<file path="src/rtl/calc_pkg.sv">
// calc_pkg: shared definitions for the switch-calculator front end.
//   state_t      FSM state encoding (IDLE=0, CAPTURE=1, COMPUTE=2, HOLD=3)
//   OP_ADD/SUB   operation encoding carried by sub_mode
//   MODE_*       number interpretation selected by the MODE input
//   calc_alu     4-bit add/sub with overflow for either interpretation
package calc_pkg;

  localparam int CALC_W = 4;

  typedef enum logic [1:0] {
    ST_IDLE    = 2'd0,
    ST_CAPTURE = 2'd1,
    ST_COMPUTE = 2'd2,
    ST_HOLD    = 2'd3
  } state_t;

  localparam logic OP_ADD        = 1'b0;
  localparam logic OP_SUB        = 1'b1;
  localparam logic MODE_UNSIGNED = 1'b0;
  localparam logic MODE_TWOS     = 1'b1;

  typedef struct packed {
    logic [CALC_W-1:0] result;
    logic              overflow;
  } calc_res_t;

  // The 5-bit intermediate gives carry (add) or borrow (sub) in bit 4,
  // which is exactly the unsigned overflow in both cases.
  function automatic calc_res_t calc_alu(input logic [CALC_W-1:0] x,
                                         input logic [CALC_W-1:0] y,
                                         input logic              op,
                                         input logic              mode);
    logic [CALC_W:0] s;
    calc_res_t       r;
    if (op == OP_SUB) s = {1'b0, x} - {1'b0, y};
    else              s = {1'b0, x} + {1'b0, y};
    r.result = s[CALC_W-1:0];
    if (mode == MODE_TWOS) begin
      if (op == OP_SUB)
        r.overflow = (x[CALC_W-1] != y[CALC_W-1]) && (s[CALC_W-1] != x[CALC_W-1]);
      else
        r.overflow = (x[CALC_W-1] == y[CALC_W-1]) && (s[CALC_W-1] != x[CALC_W-1]);
    end else begin
      r.overflow = s[CALC_W];
    end
    return r;
  endfunction

endpackage

</file>
<file path="src/rtl/key_debounce.sv">
// key_debounce: synchronises one active-low push button, filters bounce and
// emits a one-cycle pulse on each accepted press (stable 1->0).
//   i_clk    system clock
//   i_rst    synchronous reset, active-high
//   i_key    raw asynchronous button level (0 = pressed)
//   o_press  one-cycle press pulse; releases produce nothing
module key_debounce #(
  parameter int DEBOUNCE_CYCLES = 500000
) (
  input  logic i_clk,
  input  logic i_rst,
  input  logic i_key,
  output logic o_press
);

  localparam int              CW = $clog2(DEBOUNCE_CYCLES);
  localparam logic [CW-1:0]   TC = CW'(DEBOUNCE_CYCLES - 1);

  logic          r_meta;
  logic          r_sync;
  logic          r_stable;
  logic [CW-1:0] r_cnt;
  logic          r_press;

  always_ff @(posedge i_clk) begin
    if (i_rst) begin
      r_meta   <= 1'b1;
      r_sync   <= 1'b1;
      r_stable <= 1'b1;
      r_cnt    <= '0;
      r_press  <= 1'b0;
    end else begin
      r_meta  <= i_key;
      r_sync  <= r_meta;
      r_press <= 1'b0;
      if (r_sync == r_stable) begin
        r_cnt <= '0;
      end else if (r_cnt == TC) begin
        // Level has differed for DEBOUNCE_CYCLES consecutive cycles.
        r_stable <= r_sync;
        r_cnt    <= '0;
        r_press  <= r_stable & ~r_sync;
      end else begin
        r_cnt <= r_cnt + 1'b1;
      end
    end
  end

  assign o_press = r_press;

endmodule

</file>
<file path="src/rtl/calc_input_ctrl.sv">
// calc_input_ctrl: registered front end of the switch calculator.
// Debounces the two keys, captures operands from the switches, keeps the
// add/subtract toggle and produces a registered result with overflow.
//   MAX10_CLK1_50  system clock
//   RST            synchronous reset, active-high
//   SW[7:4]/[3:0]  operand x / operand y (asynchronous)
//   KEY[0]/KEY[1]  mode toggle / capture, active-low (asynchronous)
//   MODE           1 = two's complement, 0 = unsigned
//   x_q, y_q       captured operands
//   result         x_q +/- y_q modulo 16, overflow for current MODE/op
//   sub_mode       0 = add, 1 = subtract
//   result_valid   one-cycle pulse when result/overflow update
//   busy           high in CAPTURE and COMPUTE
//
// state   | meaning
// IDLE    | no operands captured yet, waiting for capture key
// CAPTURE | load x_q/y_q from synchronised switches
// COMPUTE | register result and overflow
// HOLD    | result displayed; capture recaptures, toggle recomputes
module calc_input_ctrl
  import calc_pkg::*;
#(
  parameter int DEBOUNCE_CYCLES = 500000,
  parameter int W               = 4
) (
  input  logic         MAX10_CLK1_50,
  input  logic         RST,
  input  logic [9:0]   SW,
  input  logic [1:0]   KEY,
  input  logic         MODE,
  output logic [W-1:0] x_q,
  output logic [W-1:0] y_q,
  output logic [W-1:0] result,
  output logic         overflow,
  output logic         sub_mode,
  output logic         result_valid,
  output logic         busy
);

  state_t    r_state;
  state_t    w_next;
  logic      w_tog_press;
  logic      w_cap_press;
  logic      w_capture_en;
  logic      w_compute_en;
  logic      w_sub_next;
  logic [7:0] r_sw_meta;
  logic [7:0] r_sw_sync;
  logic [W-1:0] r_x;
  logic [W-1:0] r_y;
  logic [W-1:0] r_result;
  logic      r_overflow;
  logic      r_sub;
  logic      r_valid;
  calc_res_t w_alu;
  logic      w_unused_sw;

  assign w_unused_sw = ^SW[9:8];

  key_debounce #(.DEBOUNCE_CYCLES(DEBOUNCE_CYCLES)) u_key_mode (
    .i_clk   (MAX10_CLK1_50),
    .i_rst   (RST),
    .i_key   (KEY[0]),
    .o_press (w_tog_press)
  );

  key_debounce #(.DEBOUNCE_CYCLES(DEBOUNCE_CYCLES)) u_key_capture (
    .i_clk   (MAX10_CLK1_50),
    .i_rst   (RST),
    .i_key   (KEY[1]),
    .o_press (w_cap_press)
  );

  always_ff @(posedge MAX10_CLK1_50) begin
    if (RST) begin
      r_sw_meta <= '0;
      r_sw_sync <= '0;
    end else begin
      r_sw_meta <= SW[7:0];
      r_sw_sync <= r_sw_meta;
    end
  end

  always_ff @(posedge MAX10_CLK1_50) begin
    if (RST) r_state <= ST_IDLE;
    else     r_state <= w_next;
  end

  always_comb begin
    w_next = r_state;
    case (r_state)
      ST_IDLE:    if (w_cap_press) w_next = ST_CAPTURE;
      ST_CAPTURE: w_next = ST_COMPUTE;
      ST_COMPUTE: w_next = ST_HOLD;
      ST_HOLD: begin
        if (w_cap_press)      w_next = ST_CAPTURE;
        else if (w_tog_press) w_next = ST_COMPUTE;
      end
      default:    w_next = ST_IDLE;
    endcase
  end

  always_comb begin
    w_capture_en = 1'b0;
    w_compute_en = 1'b0;
    busy         = 1'b0;
    case (r_state)
      ST_CAPTURE: begin
        w_capture_en = 1'b1;
        busy         = 1'b1;
      end
      ST_COMPUTE: begin
        w_compute_en = 1'b1;
        busy         = 1'b1;
      end
      default: ;
    endcase
  end

  // A toggle landing in the COMPUTE cycle itself is still honoured.
  assign w_sub_next = r_sub ^ w_tog_press;
  assign w_alu      = calc_alu(r_x, r_y, w_sub_next, MODE);

  always_ff @(posedge MAX10_CLK1_50) begin
    if (RST) begin
      r_x        <= '0;
      r_y        <= '0;
      r_result   <= '0;
      r_overflow <= 1'b0;
      r_sub      <= OP_ADD;
      r_valid    <= 1'b0;
    end else begin
      r_sub   <= w_sub_next;
      r_valid <= w_compute_en;
      if (w_capture_en) begin
        r_x <= r_sw_sync[7:4];
        r_y <= r_sw_sync[3:0];
      end
      if (w_compute_en) begin
        r_result   <= w_alu.result;
        r_overflow <= w_alu.overflow;
      end
    end
  end

  assign x_q          = r_x;
  assign y_q          = r_y;
  assign result       = r_result;
  assign overflow     = r_overflow;
  assign sub_mode     = r_sub;
  assign result_valid = r_valid;

endmodule

</file>
<file path="config.mk">
export PLATFORM = sky130hd
export DESIGN_NAME = calc_input_ctrl
export DESIGN_NICKNAME = d
export VERILOG_FILES = /design/src/rtl/calc_pkg.sv /design/src/rtl/key_debounce.sv /design/src/rtl/calc_input_ctrl.sv
export SDC_FILE = /design/constraint.sdc
export NUM_CORES = 1
export LEC_CHECK = 0
export BUFFER_PORTS_ARGS = -buffer_cell sky130_fd_sc_hd__buf_2
export CAP_MARGIN = 20
export CELL_PAD_IN_SITES_DETAIL_PLACEMENT = 1
export CELL_PAD_IN_SITES_GLOBAL_PLACEMENT = 2
export CORE_AREA = 2 2 99 101
export CTS_CLUSTER_SIZE = 28
export DETAILED_ROUTE_END_ITERATION = 8
export DIE_AREA = 0 0 101 103
export GPL_ROUTABILITY_DRIVEN = 0
export HOLD_SLACK_MARGIN = 0.05
export PLACE_DENSITY = 0.73
export SLEW_MARGIN = 20
export SYNTH_ARGS = -nofsm -noshare
export SYNTH_HDL_FRONTEND = slang
export SYNTH_SLANG_ARGS = --single-unit
</file>
<file path="constraint.sdc">
create_clock -name MAX10_CLK1_50 -period 2.8 [get_ports MAX10_CLK1_50]
set_input_delay 0 -clock MAX10_CLK1_50 [delete_from_list [all_inputs] [get_ports MAX10_CLK1_50]]
set_output_delay 0 -clock MAX10_CLK1_50 [all_outputs]
set_load 0.05 [all_outputs]
</file>
==> out/qor.txt, run 1 <==
status: finished, final reports clean
critical path startpoint category: flop
via count: 2597
hold_sp: KEY[0]
mux cell area share after synthesis: 0.0268
EDFF count, synth: 0
Worst-Margin Slew: 0.506 ns
Max Fanout on Critical Path: 5
CP Buf/Inv Count: 1
vias per cell: 4.95
ys async rst share: 0
worst vdd ir: 311 µV
initial antenna violation count: 0
Die Height: 103 µm
post-place instance area: 3630 µm²
Worst Skew: 0.0172 ns
fill cell count: 1096
finished layout cell area: 3980 µm²
vias in the first global route: 2558
Num CTS Buffers: 9
R2R setup slack: 0.31 ns
syn avg cell area: 9.35 µm²
Initial Util: 0.356
multi-input logic area: 1690 µm²
Yosys reg bits: 79
Site Rows: 36
r2r endpoint: overflow
setup bufs post-CTS: 0
mapped cell area: 3370 µm²
most frequent cells in the layout: 79 x dfxtp_1, 46 x nor2_1, 28 x buf_2, 18 x nor2b_1, 18 x nand2_1
synth warn: 0
max incr delay on CP: 0.46 ns
wire per inst: 13.7 µm
Clock Sinks: 79
final number of setup-violating endpoints: 0
Register Area: 1580 µm²
fmax: 402 MHz
Pins Over Slew Limit: 0
die area: 10400 µm²
Top FF cell, synth: dfxtp_1
Seq/Total Area, Yosys: 0.470
CTS tree: yes
cell chain of the critical path: inv_1, ha_1, a21oi_1, ha_1, and3b_1, or4_1, and4b_1, o32ai_1
layout cells sized above 1: 0.144
area grow syn2layout: 18.1%
clock-pin slew on the worst setup and hold paths: 0.11 ns
Hold Path Class: primary input to flop
largest family of logic cells by synthesized area: simple AND/OR/NAND/NOR gates
Static Leak: 1.44 nW
post-route DRC violation count: 0
Post-Synthesis Net Count: 390
fin util: 0.420
iteration count of the initial detailed-routing pass: 4
I/O Buffers: 28
Final ANT Viol Nets: 0
Setup TNS: 0 ns
core area: 9460 µm²
hold depth: 3
max_cap viols: 0
first-pass GRT wire length: 12200 µm
CP arrival: 2.76 ns
distinct cell type count after synthesis: 49
htree depth: 3
CP required: 3.07 ns
Synth Area in Simple Gates: 0.246
Mapped Cells: 360
Tcrit/Tclk final: 0.888
antenna cells: 0
grt ovf: 0
Hold Crit Endpoint: u_key_mode.r_meta
Post-Synth XOR/XNOR Area: 0.0755
clock latency at the later pin of the worst-skew pair: 0.36 ns
Worst setup EP type: flop
largest net degree at the start of global routing: 23
wirelength, routed: 7180 µm
Die Width: 101 µm
worst r2r src: y_q[0]
DP Wirelength: 5040 µm
Clock Tree Root: clkbuf_8
Synth Area in Compound Gates: 0.0952
1st-iter DRT viols: 44
RSZ-0062 raised after global routing: no
Final Critical Period: 2.49 ns
Ports: 31
normalized max-slew margin: 0.661
R2R cell count: 8
critical path class: flop to flop
commonest non-fill, non-tap cell in the layout: dfxtp_1
Tot GR Track Use: 0.148
crit-path most repeated cell: ha_1
Hold Violations, Final: 0
Max Root-Sink Buffers: 2
critical path's top delay family: simple AND/OR/NAND/NOR gates
area share of fa/ha/maj cells after synthesis: 0.0580
Worst path slowest cell: or4_1
P per Cell Area: 590 nW/µm²
nets@finish: 436
## what timing repair did
action | CTS | global route
endpoints found under the hold margin | 13 | 0
gates resized for setup | 0 | 0
hold buffers | 15 | 0
## metal layers
| metal | part of all wire | track usage | routed length, µm | vias up |
|---|---|---|---|---|
| met3 | 0.015 | 0.0271 | 110 | 8 |
| li1 | - | - | - | 1345 |
| met5 | 0 | 0 | 0 | - |
| met2 | 0.45 | 0.236 | 3220 | 20 |
| met1 | 0.52 | 0.200 | 3750 | 1224 |
| met4 | 0.013 | 0.0530 | 93 | 0 |
## worst max-delay path by stage
| stage | start | to | cells after the start |
|---|---|---|---|
| after floorplan | y_q[0] | overflow | 9 |
| after global placement | y_q[0] | overflow | 8 |
| after detailed placement | y_q[0] | overflow | 8 |
| after CTS | y_q[0] | overflow | 8 |
| after global routing | y_q[0] | overflow | 8 |
| final | y_q[0] | overflow | 8 |
## synthesized netlist by cell type (4+ instances only)
cell / n / area [µm²]
a211oi_1: 4 / 30.0
a21oi_1: 17 / 85.1
clkbuf_1: 9 / 33.8
dfxtp_1: 79 / 1580
ha_1: 14 / 175
inv_1: 14 / 52.6
mux2i_1: 9 / 90.1
nand2_1: 18 / 67.6
nand3_1: 15 / 75.1
nand4_1: 6 / 37.5
nor2_1: 46 / 173
nor2b_1: 18 / 113
nor4_1: 6 / 37.5
o21ai_0: 9 / 45.0
o31ai_1: 8 / 60.1
or2_2: 6 / 37.5
or3_1: 10 / 62.6
or4_1: 7 / 52.6
xnor2_1: 14 / 123
xor2_1: 15 / 131
## power by group
| group | internal [mW] | switching (mW) | leakage, nW | total (mW) |
|---|---|---|---|---|
| Sequential | 1.15 | 0.0229 | 0.641 | 1.17 |
| Clock | 0.355 | 0.498 | 0.0990 | 0.852 |
| Combinational | 0.128 | 0.191 | 0.696 | 0.319 |
| Total | 1.63 | 0.712 | 1.44 | 2.35 |
## through the flow
stage	std cells	power [mW]	hold slack (ns)	setup WS [ns]
after floorplan	360	1.43	0.0833	0.165
after CTS	525	2.38	0.355	0.294
after global routing	525	2.47	0.366	0.132
final	525	2.35	0.371	0.314
after detailed placement	494	1.51	0.189	0.329
after global placement	494	1.50	0.184	0.404
## logic make-up after synthesis
kind of cell | count (synthesis)
simple gates | 154
flops | 79
compound gates | 49
xor+xnor | 29
buf+inv | 25
fa+ha+maj | 15
mux | 9
## worst reg2reg max path, stage by stage, from the launching register on
cell and delay, ns:
dfxtp_1 0.41, inv_1 0.07, ha_1 0.30, a21oi_1 0.26, ha_1 0.29, and3b_1 0.20, or4_1 0.46, and4b_1 0.18
o32ai_1 0.24
## cell type report
cell class              instances  area share
multi-input cells             256       0.424
flip-flops and latches         79       0.398
repair buffers                 46      0.0787
well taps                     114      0.0359
clock buffers                   9      0.0312
clock inverters                 7      0.0189
inverters                      14      0.0132
## flip-flops by register name (all words and copies together), names as in the netlist, 2 cells and up
name / cells
y_q: 4
u_key_capture.r_cnt: 19
u_key_mode.r_cnt: 19
x_q: 4
result: 4
r_state: 2
r_sw_sync: 8
r_sw_meta: 8
Note: power is estimated with default switching activity, not from simulation.
==> run 2, diff against run 1 <==
CORE_AREA = 2 2 95 97   (was 2 2 99 101)
DIE_AREA = 0 0 97 99   (was 0 0 101 103)
PLACE_DENSITY = 0.79   (was 0.73)
clock period = 3 ns   (was 2.8 ns; I/O delays follow)
==> run 2 against run 1 <==
Hold slack lost 0.013 ns. Non-clock buffer count shrank 4. Die area shrank 7.7%. Critical path type unchanged. Largest cell class unchanged. Highest routed layer unchanged.
==> out/qor.txt, run 2 (synthesis gave the netlist of run 1 again) <==
Clock Tree Root: clkbuf_8
layout cells sized above 1: 0.143
fill cell count: 988
initial antenna violation count: 0
Hold Crit Endpoint: u_key_mode.r_meta
Clock Sinks: 79
Site Rows: 34
R2R setup slack: 0.46 ns
critical path startpoint category: flop
iteration count of the initial detailed-routing pass: 3
clock latency at the later pin of the worst-skew pair: 0.36 ns
critical path's top delay family: simple AND/OR/NAND/NOR gates
Worst path slowest cell: or4_1
R2R cell count: 8
max incr delay on CP: 0.46 ns
wire per inst: 13.2 µm
area grow syn2layout: 16.6%
final number of setup-violating endpoints: 0
I/O Buffers: 28
Worst-Margin Slew: 0.527 ns
vias per cell: 4.97
Num CTS Buffers: 9
grt ovf: 0
commonest non-fill, non-tap cell in the layout: dfxtp_1
Comb pwr share: 0.135
GR Util met1: 0.215
Die Height: 99 µm
most frequent cells in the layout: 79 x dfxtp_1, 46 x nor2_1, 28 x buf_2, 18 x nor2b_1, 18 x nand2_1
setup bufs post-CTS: 0
cell chain of the critical path: xnor2_1, nor2_1, a21oi_1, ha_1, and3b_1, or4_1, and4b_1, o32ai_1
r2r endpoint: overflow
hold_sp: KEY[0]
largest net degree at the start of global routing: 41
Post-Place Cells: 487
core area: 8550 µm²
via count: 2559
worst vdd ir: 286 µV
P_int: 1.52 mW
status: finished, final reports clean
CP required: 3.27 ns
Net Switching: 0.656 mW
Final ANT Viol Nets: 0
post-route DRC violation count: 0
fmax: 394 MHz
die area: 9600 µm²
Clk pwr share: 0.361
nets@finish: 432
DP Wirelength: 4780 µm
Hold Violations, Final: 0
critical path class: flop to flop
CTS tree: yes
vias in the first global route: 2577
max_cap viols: 0
busiest grt layer: met2
CP Buf/Inv Count: 0
Die Width: 97 µm
sw frac: 0.301
first-pass GRT wire length: 12000 µm
CP arrival: 2.80 ns
Static Leak: 1.41 nW
Largest regs: u_key_capture.r_cnt: 19 flops, u_key_mode.r_cnt: 19 flops
Final Critical Period: 2.54 ns
Tot GR Track Use: 0.153
hold depth: 3
Max Fanout on Critical Path: 5
Worst Skew: 0.0132 ns
antenna cells: 0
Max Root-Sink Buffers: 2
Ports: 31
1st-iter DRT viols: 33
Hold Path Class: primary input to flop
worst r2r src: sub_mode
htree depth: 3
clock-pin slew on the worst setup and hold paths: 0.10 ns
Setup TNS: 0 ns
normalized max-slew margin: 0.649
Tcrit/Tclk final: 0.845
M2 GR Usage: 0.231
Pins Over Slew Limit: 0
met3 GRT Util: 0.0298
Worst setup EP type: flop
non-filler instance count after layout: 515
Flop pwr share: 0.503
RSZ-0062 raised after global routing: no
P per Cell Area: 555 nW/µm²
wirelength, routed: 6820 µm
Tot Pwr: 2.18 mW
Initial Util: 0.394
[run 2: changes by cell type in the layout (fill, tap and decap cells not counted)]
cell / before / now
inv_8: 3 / 4
clkinv_8: 1 / 0
dlygate4sd3_1: 15 / 12
buf_4: 3 / 2
[run 2: worst max-delay path by stage]
stage                     startpoint  endpoint  cells after the start
final                       sub_mode  overflow                      8
after global routing        sub_mode  overflow                      8
after CTS                   sub_mode  overflow                      8
after global placement      sub_mode  overflow                      8
after detailed placement    sub_mode  overflow                      8
after floorplan               y_q[0]  overflow                      9
[run 2: area by class of cell]
cell class                      count  area (µm²)  area share
Multi-Input combinational cell    256        1690       0.430
Sequential cell                    79        1580       0.403
Timing Repair Buffer               42         275      0.0701
Tap cell                          108         135      0.0344
Clock buffer                        9         124      0.0316
Clock inverter                      7        70.1      0.0179
Inverter                           14        52.6      0.0134
[run 2: stage by stage]
| stage | hold WS, ns | utilization | setup slack, ns | cell area [µm²] |
|---|---|---|---|---|
| 2_1_floorplan | 0.0833 | - | 0.365 | 3370 |
| 3_3_place_gp | 0.188 | 0.422 | 0.541 | 3610 |
| 3_5_place_dp | 0.187 | 0.422 | 0.478 | 3610 |
| 4_1_cts | 0.338 | 0.459 | 0.438 | 3930 |
| 5_1_grt | 0.369 | 0.459 | 0.286 | 3930 |
| 6_report | 0.358 | 0.459 | 0.464 | 3930 |
[run 2: power by group through the flow]
stage / Sequential [mW] / Combinational [mW] / Clock (mW)
CTS: 1.10 / 0.297 / 0.823
global placement: 1.12 / 0.277 / 0
finish: 1.10 / 0.295 / 0.786
global route: 1.10 / 0.325 / 0.864
detailed placement: 1.12 / 0.283 / 0
floorplan: 1.14 / 0.196 / 0
[run 2: worst reg2reg max path: stages, from the launching register on]
cell,delay (ns)
dfxtp_1,0.35
xnor2_1,0.39
nor2_1,0.07
a21oi_1,0.25
ha_1,0.28
and3b_1,0.20
or4_1,0.46
and4b_1,0.18
o32ai_1,0.26
[run 2: repair_timing]
item,CTS,global route
resized for setup,0,0
hold buffers,12,0
hold endpoints to repair,13,0
[run 2: routing by layer]
metal	up-vias	wire length (µm)
met5	-	0
met4	0	109
met3	9	139
met2	22	2970
met1	1197	3600
li1	1331	-
